## src/rtl/lsu_pkg.sv

```systemverilog
// Shared definitions for the load/store unit: funct3 access encodings,
// controller state enum and the alignment/legality check.
package lsu_pkg;

    localparam logic [2:0] F3_B  = 3'b000;
    localparam logic [2:0] F3_H  = 3'b001;
    localparam logic [2:0] F3_W  = 3'b010;
    localparam logic [2:0] F3_BU = 3'b100;
    localparam logic [2:0] F3_HU = 3'b101;

    localparam logic [2:0] MEM_F3_WORD = 3'b010;

    typedef enum logic [2:0] {
        IDLE   = 3'd0,
        LOAD   = 3'd1,
        RMW_RD = 3'd2,
        WRITE  = 3'd3,
        RESP   = 3'd4
    } lsu_state_e;

    // Illegal funct3 for the direction, or an offset not aligned to the access size.
    function automatic logic lsu_access_err(input logic       we,
                                            input logic [2:0] f3,
                                            input logic [1:0] off);
        logic err;
        err = 1'b0;
        if (we) begin
            case (f3)
                F3_B:    err = 1'b0;
                F3_H:    err = off[0];
                F3_W:    err = |off;
                default: err = 1'b1;
            endcase
        end else begin
            case (f3)
                F3_B, F3_BU: err = 1'b0;
                F3_H, F3_HU: err = off[0];
                F3_W:        err = |off;
                default:     err = 1'b1;
            endcase
        end
        return err;
    endfunction

endpackage

```

## src/rtl/lsu_lane_align.sv

```systemverilog
// Byte-lane steering: extracts and extends load lanes from a memory word and
// merges sub-word store data into a previously read word.
module lsu_lane_align
    import lsu_pkg::*;
(
    input  logic [31:0] i_rdata,
    input  logic [31:0] i_base,
    input  logic [31:0] i_wdata,
    input  logic [1:0]  i_off,
    input  logic [2:0]  i_f3,
    output logic [31:0] o_load_data,
    output logic [31:0] o_merge_data
);

    logic [4:0]  w_shamt;
    logic [31:0] w_shifted;
    logic [31:0] w_mask;

    assign w_shamt   = {i_off, 3'b000};
    assign w_shifted = i_rdata >> w_shamt;

    // Load lane select with sign or zero extension.
    always_comb begin
        o_load_data = 32'd0;
        case (i_f3)
            F3_B:    o_load_data = {{24{w_shifted[7]}}, w_shifted[7:0]};
            F3_H:    o_load_data = {{16{w_shifted[15]}}, w_shifted[15:0]};
            F3_W:    o_load_data = w_shifted;
            F3_BU:   o_load_data = {24'd0, w_shifted[7:0]};
            F3_HU:   o_load_data = {16'd0, w_shifted[15:0]};
            default: o_load_data = 32'd0;
        endcase
    end

    // Store lane mask and merge of the shifted store data into the base word.
    always_comb begin
        w_mask = 32'hFFFF_FFFF;
        case (i_f3)
            F3_B:    w_mask = 32'h0000_00FF << w_shamt;
            F3_H:    w_mask = 32'h0000_FFFF << w_shamt;
            default: w_mask = 32'hFFFF_FFFF;
        endcase
        o_merge_data = (i_base & ~w_mask) | ((i_wdata << w_shamt) & w_mask);
    end

endmodule

```

## src/rtl/load_store_unit.sv

```systemverilog
// Single-outstanding load/store unit: decodes core requests, performs
// sub-word stores as read-modify-write on a word-wide memory, returns responses.
module load_store_unit
    import lsu_pkg::*;
#(
    parameter int P_ADDR_WIDTH = 11,
    parameter int P_DATA_WIDTH = 32
) (
    input  logic                    i_clk,
    input  logic                    i_rst_n,
    input  logic                    i_req_valid,
    output logic                    o_req_ready,
    input  logic                    i_req_we,
    input  logic [31:0]             i_req_addr,
    input  logic [2:0]              i_req_f3,
    input  logic [P_DATA_WIDTH-1:0] i_req_wdata,
    output logic                    o_rsp_valid,
    input  logic                    i_rsp_ready,
    output logic [P_DATA_WIDTH-1:0] o_rsp_rdata,
    output logic                    o_rsp_err,
    output logic                    o_mem_we,
    output logic [P_ADDR_WIDTH-1:0] o_mem_addr,
    output logic [2:0]              o_mem_f3,
    output logic [P_DATA_WIDTH-1:0] o_mem_wdata,
    input  logic [P_DATA_WIDTH-1:0] i_mem_rdata
);

    lsu_state_e              r_state;
    lsu_state_e              w_next_state;
    logic                    r_req_ready;
    logic                    r_rsp_valid;
    logic                    r_rsp_err;
    logic                    r_mem_we;
    logic [31:0]             r_rsp_rdata;
    logic [31:0]             r_wdata;
    logic [31:0]             r_merge;
    logic [2:0]              r_f3;
    logic [1:0]              r_off;
    logic [P_ADDR_WIDTH-1:0] r_mem_addr;

    logic                    w_accept;
    logic                    w_range_err;
    logic                    w_err;
    logic [31:0]             w_load_data;
    logic [31:0]             w_merge_data;
    logic [31:0]             w_mem_wdata;

    // Ready is a registered copy of "in IDLE", so it also gates acceptance.
    assign w_accept    = i_req_valid & r_req_ready;
    assign w_range_err = (i_req_addr >> (P_ADDR_WIDTH + 2)) != 32'd0;
    assign w_err       = w_range_err | lsu_access_err(i_req_we, i_req_f3, i_req_addr[1:0]);

    lsu_lane_align u_lane_align (
        .i_rdata      (i_mem_rdata),
        .i_base       (r_merge),
        .i_wdata      (r_wdata),
        .i_off        (r_off),
        .i_f3         (r_f3),
        .o_load_data  (w_load_data),
        .o_merge_data (w_merge_data)
    );

    // Next-state decode of the access sequencer.
    always_comb begin
        w_next_state = r_state;
        case (r_state)
            IDLE: begin
                if (w_accept) begin
                    if (w_err) begin
                        w_next_state = RESP;
                    end else if (!i_req_we) begin
                        w_next_state = LOAD;
                    end else if (i_req_f3 == F3_W) begin
                        w_next_state = WRITE;
                    end else begin
                        w_next_state = RMW_RD;
                    end
                end else begin
                    w_next_state = IDLE;
                end
            end
            LOAD:   w_next_state = RESP;
            RMW_RD: w_next_state = WRITE;
            WRITE:  w_next_state = RESP;
            RESP: begin
                if (i_rsp_ready) begin
                    w_next_state = IDLE;
                end else begin
                    w_next_state = RESP;
                end
            end
            default: w_next_state = IDLE;
        endcase
    end

    // State register and the handshake/strobe outputs derived from the next state.
    always_ff @(posedge i_clk or negedge i_rst_n) begin
        if (!i_rst_n) begin
            r_state     <= IDLE;
            r_req_ready <= 1'b0;
            r_rsp_valid <= 1'b0;
            r_mem_we    <= 1'b0;
        end else begin
            r_state     <= w_next_state;
            r_req_ready <= (w_next_state == IDLE);
            r_rsp_valid <= (w_next_state == RESP);
            r_mem_we    <= (w_next_state == WRITE);
        end
    end

    // Request capture, load result and merge buffer.
    always_ff @(posedge i_clk or negedge i_rst_n) begin
        if (!i_rst_n) begin
            r_f3        <= 3'b000;
            r_off       <= 2'b00;
            r_wdata     <= 32'd0;
            r_mem_addr  <= '0;
            r_rsp_rdata <= 32'd0;
            r_rsp_err   <= 1'b0;
            r_merge     <= 32'd0;
        end else if (w_accept) begin
            r_f3        <= i_req_f3;
            r_off       <= i_req_addr[1:0];
            r_wdata     <= i_req_wdata;
            r_mem_addr  <= i_req_addr[P_ADDR_WIDTH+1:2];
            r_rsp_rdata <= 32'd0;
            r_rsp_err   <= w_err;
        end else if (r_state == LOAD) begin
            r_rsp_rdata <= w_load_data;
        end else if (r_state == RMW_RD) begin
            r_merge     <= i_mem_rdata;
        end else begin
            r_rsp_rdata <= r_rsp_rdata;
        end
    end

    // Write data only leaves the unit while the write strobe is up.
    always_comb begin
        w_mem_wdata = 32'd0;
        if (r_state == WRITE) begin
            if (r_f3 == F3_W) begin
                w_mem_wdata = r_wdata;
            end else begin
                w_mem_wdata = w_merge_data;
            end
        end else begin
            w_mem_wdata = 32'd0;
        end
    end

    assign o_req_ready = r_req_ready;
    assign o_rsp_valid = r_rsp_valid;
    assign o_rsp_rdata = r_rsp_rdata;
    assign o_rsp_err   = r_rsp_err;
    assign o_mem_we    = r_mem_we;
    assign o_mem_addr  = r_mem_addr;
    assign o_mem_f3    = MEM_F3_WORD;
    assign o_mem_wdata = w_mem_wdata;

endmodule

```

## config.mk

```make
export PLATFORM = sky130hd
export DESIGN_NAME = load_store_unit
export DESIGN_NICKNAME = d
export VERILOG_FILES = /design/src/rtl/lsu_pkg.sv /design/src/rtl/lsu_lane_align.sv /design/src/rtl/load_store_unit.sv
export SDC_FILE = /design/constraint.sdc
export NUM_CORES = 1
export LEC_CHECK = 0
export CORE_MARGIN = 8
export CORE_UTILIZATION = 52
export DETAILED_ROUTE_END_ITERATION = 16
export PLACE_DENSITY = 0.86
export REMOVE_ABC_BUFFERS = 1
export SYNTH_ARGS = -nofsm -noshare
export SYNTH_HDL_FRONTEND = slang
export SYNTH_SLANG_ARGS = --single-unit
export TNS_END_PERCENT = 5
```

## constraint.sdc

```tcl
create_clock -name i_clk -period 3.4 [get_ports i_clk]
set_clock_uncertainty 0.15 [all_clocks]
set_input_delay 0.68 -clock i_clk [delete_from_list [all_inputs] [get_ports i_clk]]
set_output_delay 0.68 -clock i_clk [all_outputs]
set_load 0.03 [all_outputs]
```

==> flow_summary.yaml <==
cts:
  numCtsBuffers: 17
  cts_num_sinks: 119
  clkTransAtPathRegs_ns: 0.05
  clockBufferDepth: 2
  root_buffer: "clkbuf_16"
  cts_tree: "yes"
  clock_latency_ns: 0.42
  ctsHtreeMaxLevel: 4
  holdBufCountCts: 0
yosys:
  yosysMostFrequentCell: "nand2_1"
  netlist_instances: 679
  yosys_warnings: 0
  synth_common_cells: "197 x nand2_1, 119 x dfrtp_1, 50 x mux2_2"
  ys_async_sr_fraction_pct: 100.0
  yosysTopAreaCell: "dfrtp_1"
  yosys-top-cells-area: "dfrtp_1 47%, nand2_1 12%, mux2_2 8.9%"
  ys.flop_type: "dfrtp_1"
  synth_edf_count: 0
  synth_top_cell_area_share_pct: 47.23
  ys_types: 46
  yosysSeqAreaShare_pct: 47.23
  syn_avg_cell_area_um2: 9.285
  synthesis.area_um2: 6305
  synth_seq_cells: 119
setup_path:
  cp_top_family: "compound AO/OA/AOI/OAI gates"
  crit_type: "register to output pin"
  worstPathArrival_ns: 2.55
  crit_chain: "nand2_1, o211ai_1, o221ai_1, a21oi_1, clkdlybuf4s50_1"
  cp.required_ns: 2.57
  crit_path_start_kind: "register"
  critPathMaxStageDelay_ns: 0.72
  r2r-start: "r_f3[2]"
  crit_buf_inv: 1
  cp_slowest_cell: "clkdlybuf4s50_1"
  cp_max_fo: 7
  end_kind: "output pin"
  worstSetupStartpoint: "r_f3[0]"
timing:
  fmax_mhz: 295.7
  worst_slew_pin_slew_ns: 0.6656
  setup_violations: 0
  min_period_ns: 3.381
  max_slew_margin_pct: 55.29
  rsz0062_at_grt: "yes"
  slew_violations: 0
  min_period_over_period_pct: 99.45
  finalHoldViolCount: 0
floorplanning:
  coreArea_um2: 11910
  die_h_um: 126.1
  fp.dieArea_um2: 15900
  start_util_pct: 52.93
  chipWidth_um: 126.1
  ios: 186
  rows: 40
drt:
  dr.max_layer_used: "met4"
  post-route-drc-count: 0
  via_per_inst: 6.107
  met2WireLength_mm: 10.38
  vias: 6186
  initialDrtViolationCount: 646
  drt-met1-wl_mm: 9.047
  routed-wl-met3_mm: 1.970
  drt-total-wl_mm: 22.05
  drt-pass1-iter-count: 5
  ant_nets: 0
  routedWlPerCell_um: 21.77
flow_run:
  maxCapViolCount: 0
placement:
  finalWeightedCongestion: 0.9490
  dp_hpwl_mm: 15.97
  dpl.cell_count: 980
  placed_cell_area_um2: 8258
  portBuffers: 182
power:
  powerDensity_nw_per_um2: 747.7
  ir_drop_mv: 0.5378
  p_leak_nw: 4.243
grt:
  antenna_found_initial: 0
  grt_overflow_total: 0
  grt_pass1_wl_mm: 34.99
  grt_max_degree: 73
  gr-usage-all-layers_pct: 28.07
  first_global_vias: 6384
final_layout:
  diodes: 0
  fin_nets: 958
  drive_gt1_share_pct: 16.74
  syn_to_final_growth_pct: 41.18
  final_area_um2: 8901
  fin_cells: 1013
status:
  status: "completed"
hold_path:
  hp-class: "input pin to asynchronous set/reset pin"
## state kept, by name, summed over array words and instances (netlist names)
register / flops
r_merge: 32
r_wdata: 32
o_req_ready: 1
o_rsp_rdata: 32
o_mem_we: 1
o_mem_addr: 11
o_rsp_valid: 1
o_rsp_err: 1
r_f3: 3
r_off: 2
r_state: 3
## routing by layer
layer	GRT usage, %	vias up
met2	44.58	373
met3	8.523	61
li1	-	2719
met4	12.10	0
met1	34.74	3033
met5	0	-
## stage by stage
stage          TNS [ns]  hold WS, ns  power [W]  util [%]  setup WS, ns
2_1_floorplan    -6.134       0.2344   0.003651         -       -0.3319
3_3_place_gp          0       0.3060   0.004617     69.33        0.4217
3_5_place_dp          0       0.3129   0.004681     69.33        0.4492
4_1_cts               0       0.1355   0.006619     74.59       0.04987
5_1_grt        -0.08490       0.1693   0.006984     74.73      -0.08490
6_report              0       0.1228   0.006655     74.73       0.01866
## cell families (layout without fill, tap and decap cells)
family,count (synthesis),after routing,synth area share (%)
other,2,3,0.1191
XOR/XNOR,1,1,0.1389
flip-flops,119,119,47.23
multiplexers,89,89,15.12
AO/OA/AOI/OAI,130,130,13.53
AND/OR/NAND/NOR,287,287,19.75
buffers and inverters,51,237,4.108
## final cells by class
cell class,count,area [um2]
Fill cell,814,3010
Clock inverter,12,177.7
Timing Repair Buffer,205,2037
Clock buffer,19,432.9
Sequential cell,119,2980
Multi-Input combinational cell,510,3085
Tap cell,147,183.9
Inverter,1,3.754
## worst paths after layout
kind | endpoint | slack [ns] | cells after the start
setup / recovery | o_mem_wdata[16] | 0.02 | 5
hold / removal | r_wdata[24] | 0.12 | 1
setup reg to reg | o_rsp_rdata[20] | 0.90 | 5
hold reg to reg | o_mem_addr[10] | 0.32 | 2
max in group asynchronous | r_off[1] | 2.16 | 2
min in group i_clk | o_mem_addr[10] | 0.32 | 2
## layout by cell type, fill, tap and decap left out, types with 5 or more instances in the layout
| cell type | instances |
|---|---|
| clkdlybuf4s50_1 | 151 |
| buf_4 | 42 |
| clkbuf_16 | 17 |
| a21oi_1 | 42 |
| nand3_1 | 18 |
| nor4_1 | 5 |
| dfrtp_1 | 117 |
| o21ai_0 | 27 |
| mux2_2 | 50 |
| a22oi_1 | 24 |
| nor3_1 | 5 |
| a22o_1 | 7 |
| nand2_1 | 196 |
| and2_1 | 7 |
| o221ai_1 | 9 |
| o2111ai_1 | 8 |
| nor2_1 | 30 |
| mux2i_1 | 39 |
| nand2b_1 | 5 |
| buf_12 | 8 |
## where the power goes
group / switching (W) / internal, W
Combinational: 0.00162 / 0.00107
Sequential: 0.000368 / 0.00173
Clock: 0.000655 / 0.00122
Total: 0.00264 / 0.00402
## what timing repair did
action	4_1_cts	5_1_grt
resized for setup	1	6
setup endpoints to repair	1	13
setup buffers	2	0
pin swaps	1	0
Power figures use the tool's default switching activity.
==> variant (same flow settings) <==
Set the parameter `P_ADDR_WIDTH` to 10 (it was 11).
--- a/src/rtl/load_store_unit.sv
+++ b/src/rtl/load_store_unit.sv
@@ -3,7 +3,7 @@
 module load_store_unit
     import lsu_pkg::*;
 #(
-    parameter int P_ADDR_WIDTH = 11,
+    parameter int P_ADDR_WIDTH = 10,
     parameter int P_DATA_WIDTH = 32
 ) (
     input  logic                    i_clk,
Ports: changed (resized o_mem_addr); port bits go from 186 to 185. The function was not compared with the original's and may differ.
==> variant against the unedited design <==
Sequential cell count is 1 lower; core utilization is 0.065 points lower; die area is 0.85% lower; synthesized area is 0.97% lower; worst setup slack better by 0.090 ns; critical path depth stayed put; routed wire length is 3.6% lower; total power is 1.3% lower; design area is 0.51% lower; critical path type unchanged; largest power group unchanged.
==> variant: results (changes against the unedited design) <==
| Metric | Value |
|---|---|
| Vias in the first global route | `6,086 (was 6,384)` |
| Post-Synth Adder-Cell Area | `0 (unchanged)` |
| Detailed Place HPWL | `15,500 µm (was 16,000 µm)` |
| Post-synth top cells | `177 x nand2_1, 118 x dfrtp_1, 49 x mux2_2 (was 197 x nand2_1, 119 x dfrtp_1, 50 x mux2_2)` |
| NumNets Final | `935 (was 958)` |
| FF-to-FF Start | `r_off[1]$_DFFE_PN0P_ (was r_f3[2]$_DFFE_PN0P_)` |
| Post-Synth XOR/XNOR Area | `0.00140 (was 0.00139)` |
| Sw Share | `0.386 (was 0.396)` |
| Drt initial violations | `708 (was 646)` |
| # Post-CTS Setup Buffers | `0 (was 2)` |
| Cts repair resizes | `2 (was 1)` |
| Met3 routed WL | `1670 µm (was 1970 µm)` |
| Fill cell count | `866 (was 814)` |
| Placed cells | `959 (was 980)` |
| Peak fanout along the critical path | `9 (was 7)` |
| DRT Pass-1 Iters | `6 (was 5)` |
| Final GP Congestion | `0.968 (was 0.949)` |
| Setup WS pre-CTS | `0.423 ns (was 0.449 ns)` |
| Fraction of synthesized area in multiplexers | `0.153 (was 0.151)` |
| Status | `completed (unchanged)` |
| Vias per cell | `5.98 (was 6.11)` |
| Via Count | `5,911 (was 6,186)` |
| Maximum clock rate | `304 MHz (was 296 MHz)` |
| Critical Path Source | `r_f3[1]$_DFFE_PN0P_ (was r_f3[0]$_DFFE_PN0P_)` |
| R2r setup slk | `0.99 ns (was 0.90 ns)` |
| Drt total wl | `21,300 µm (was 22,000 µm)` |
| GR met2 Demand/Resource | `0.442 (was 0.446)` |
| Global-route wire length before repair | `33,900 µm (was 35,000 µm)` |
| GR Util All Layers | `0.272 (was 0.281)` |
| Top cells by area, synth | `dfrtp_1 47%, nand2_1 11%, mux2_2 8.8%, mux2i_1 6.3%, a21oi_1 3.4% (was dfrtp_1 47%, nand2_1 12%, mux2_2 8.9%, mux2i_1 6.2%, a21oi_1 3.3%)` |
| Rel. slew slack | `0.516 (was 0.553)` |
| Met2 routed WL | `10,500 µm (was 10,400 µm)` |
| Cell Area, Placed | `8220 µm² (was 8260 µm²)` |
| Compound-Gate Fraction of Synth Area | `0.142 (was 0.135)` |
| Worst r2r dst | `o_rsp_rdata[25]$_DFFE_PN0P_ (was o_rsp_rdata[20]$_DFFE_PN0P_)` |
| Share of cells above drive strength 1 | `0.170 (was 0.167)` |
| Top sig layer | `met4 (unchanged)` |
| Leakage | `4.15 nW (was 4.24 nW)` |
| Synthesized instance count | `657 (was 679)` |
| GRT met3 Usage | `0.0654 (was 0.0852)` |
| CP endpoint | `o_mem_wdata[3] (was o_mem_wdata[16])` |
| Synth unique cells | `48 (was 46)` |
variant: worst max-delay path, stage by stage, from the launching register on:
cell             delay (ns)
dfrtp_1                0.48
or3b_1                 0.42
o21ai_2                0.19
nand2_1                0.10
a21oi_1                0.15
clkdlybuf4s50_1        0.71
variant: power by group through the flow:
stage / logic [mW] / clock network (mW) / registers [mW]
after floorplan: 1.33 / 0 / 2.27
after global placement: 2.44 / 0 / 2.07
after detailed placement: 2.52 / 0 / 2.09
after CTS: 2.55 / 1.92 / 2.07
after global routing: 2.78 / 1.99 / 2.13
final: 2.57 / 1.91 / 2.09
variant: final cells by class:
| type | instances | area (µm²) | area share |
|---|---|---|---|
| clock inverter | 9 | 149 | 0.0168 |
| inverter | 1 | 3.75 | 0.000424 |
| multi-input combinational | 491 | 3030 | 0.343 |
| timing repair buffer | 202 | 2050 | 0.231 |
| sequential | 118 | 2960 | 0.334 |
| clock buffer | 21 | 480 | 0.0543 |
| tap | 147 | 184 | 0.0208 |
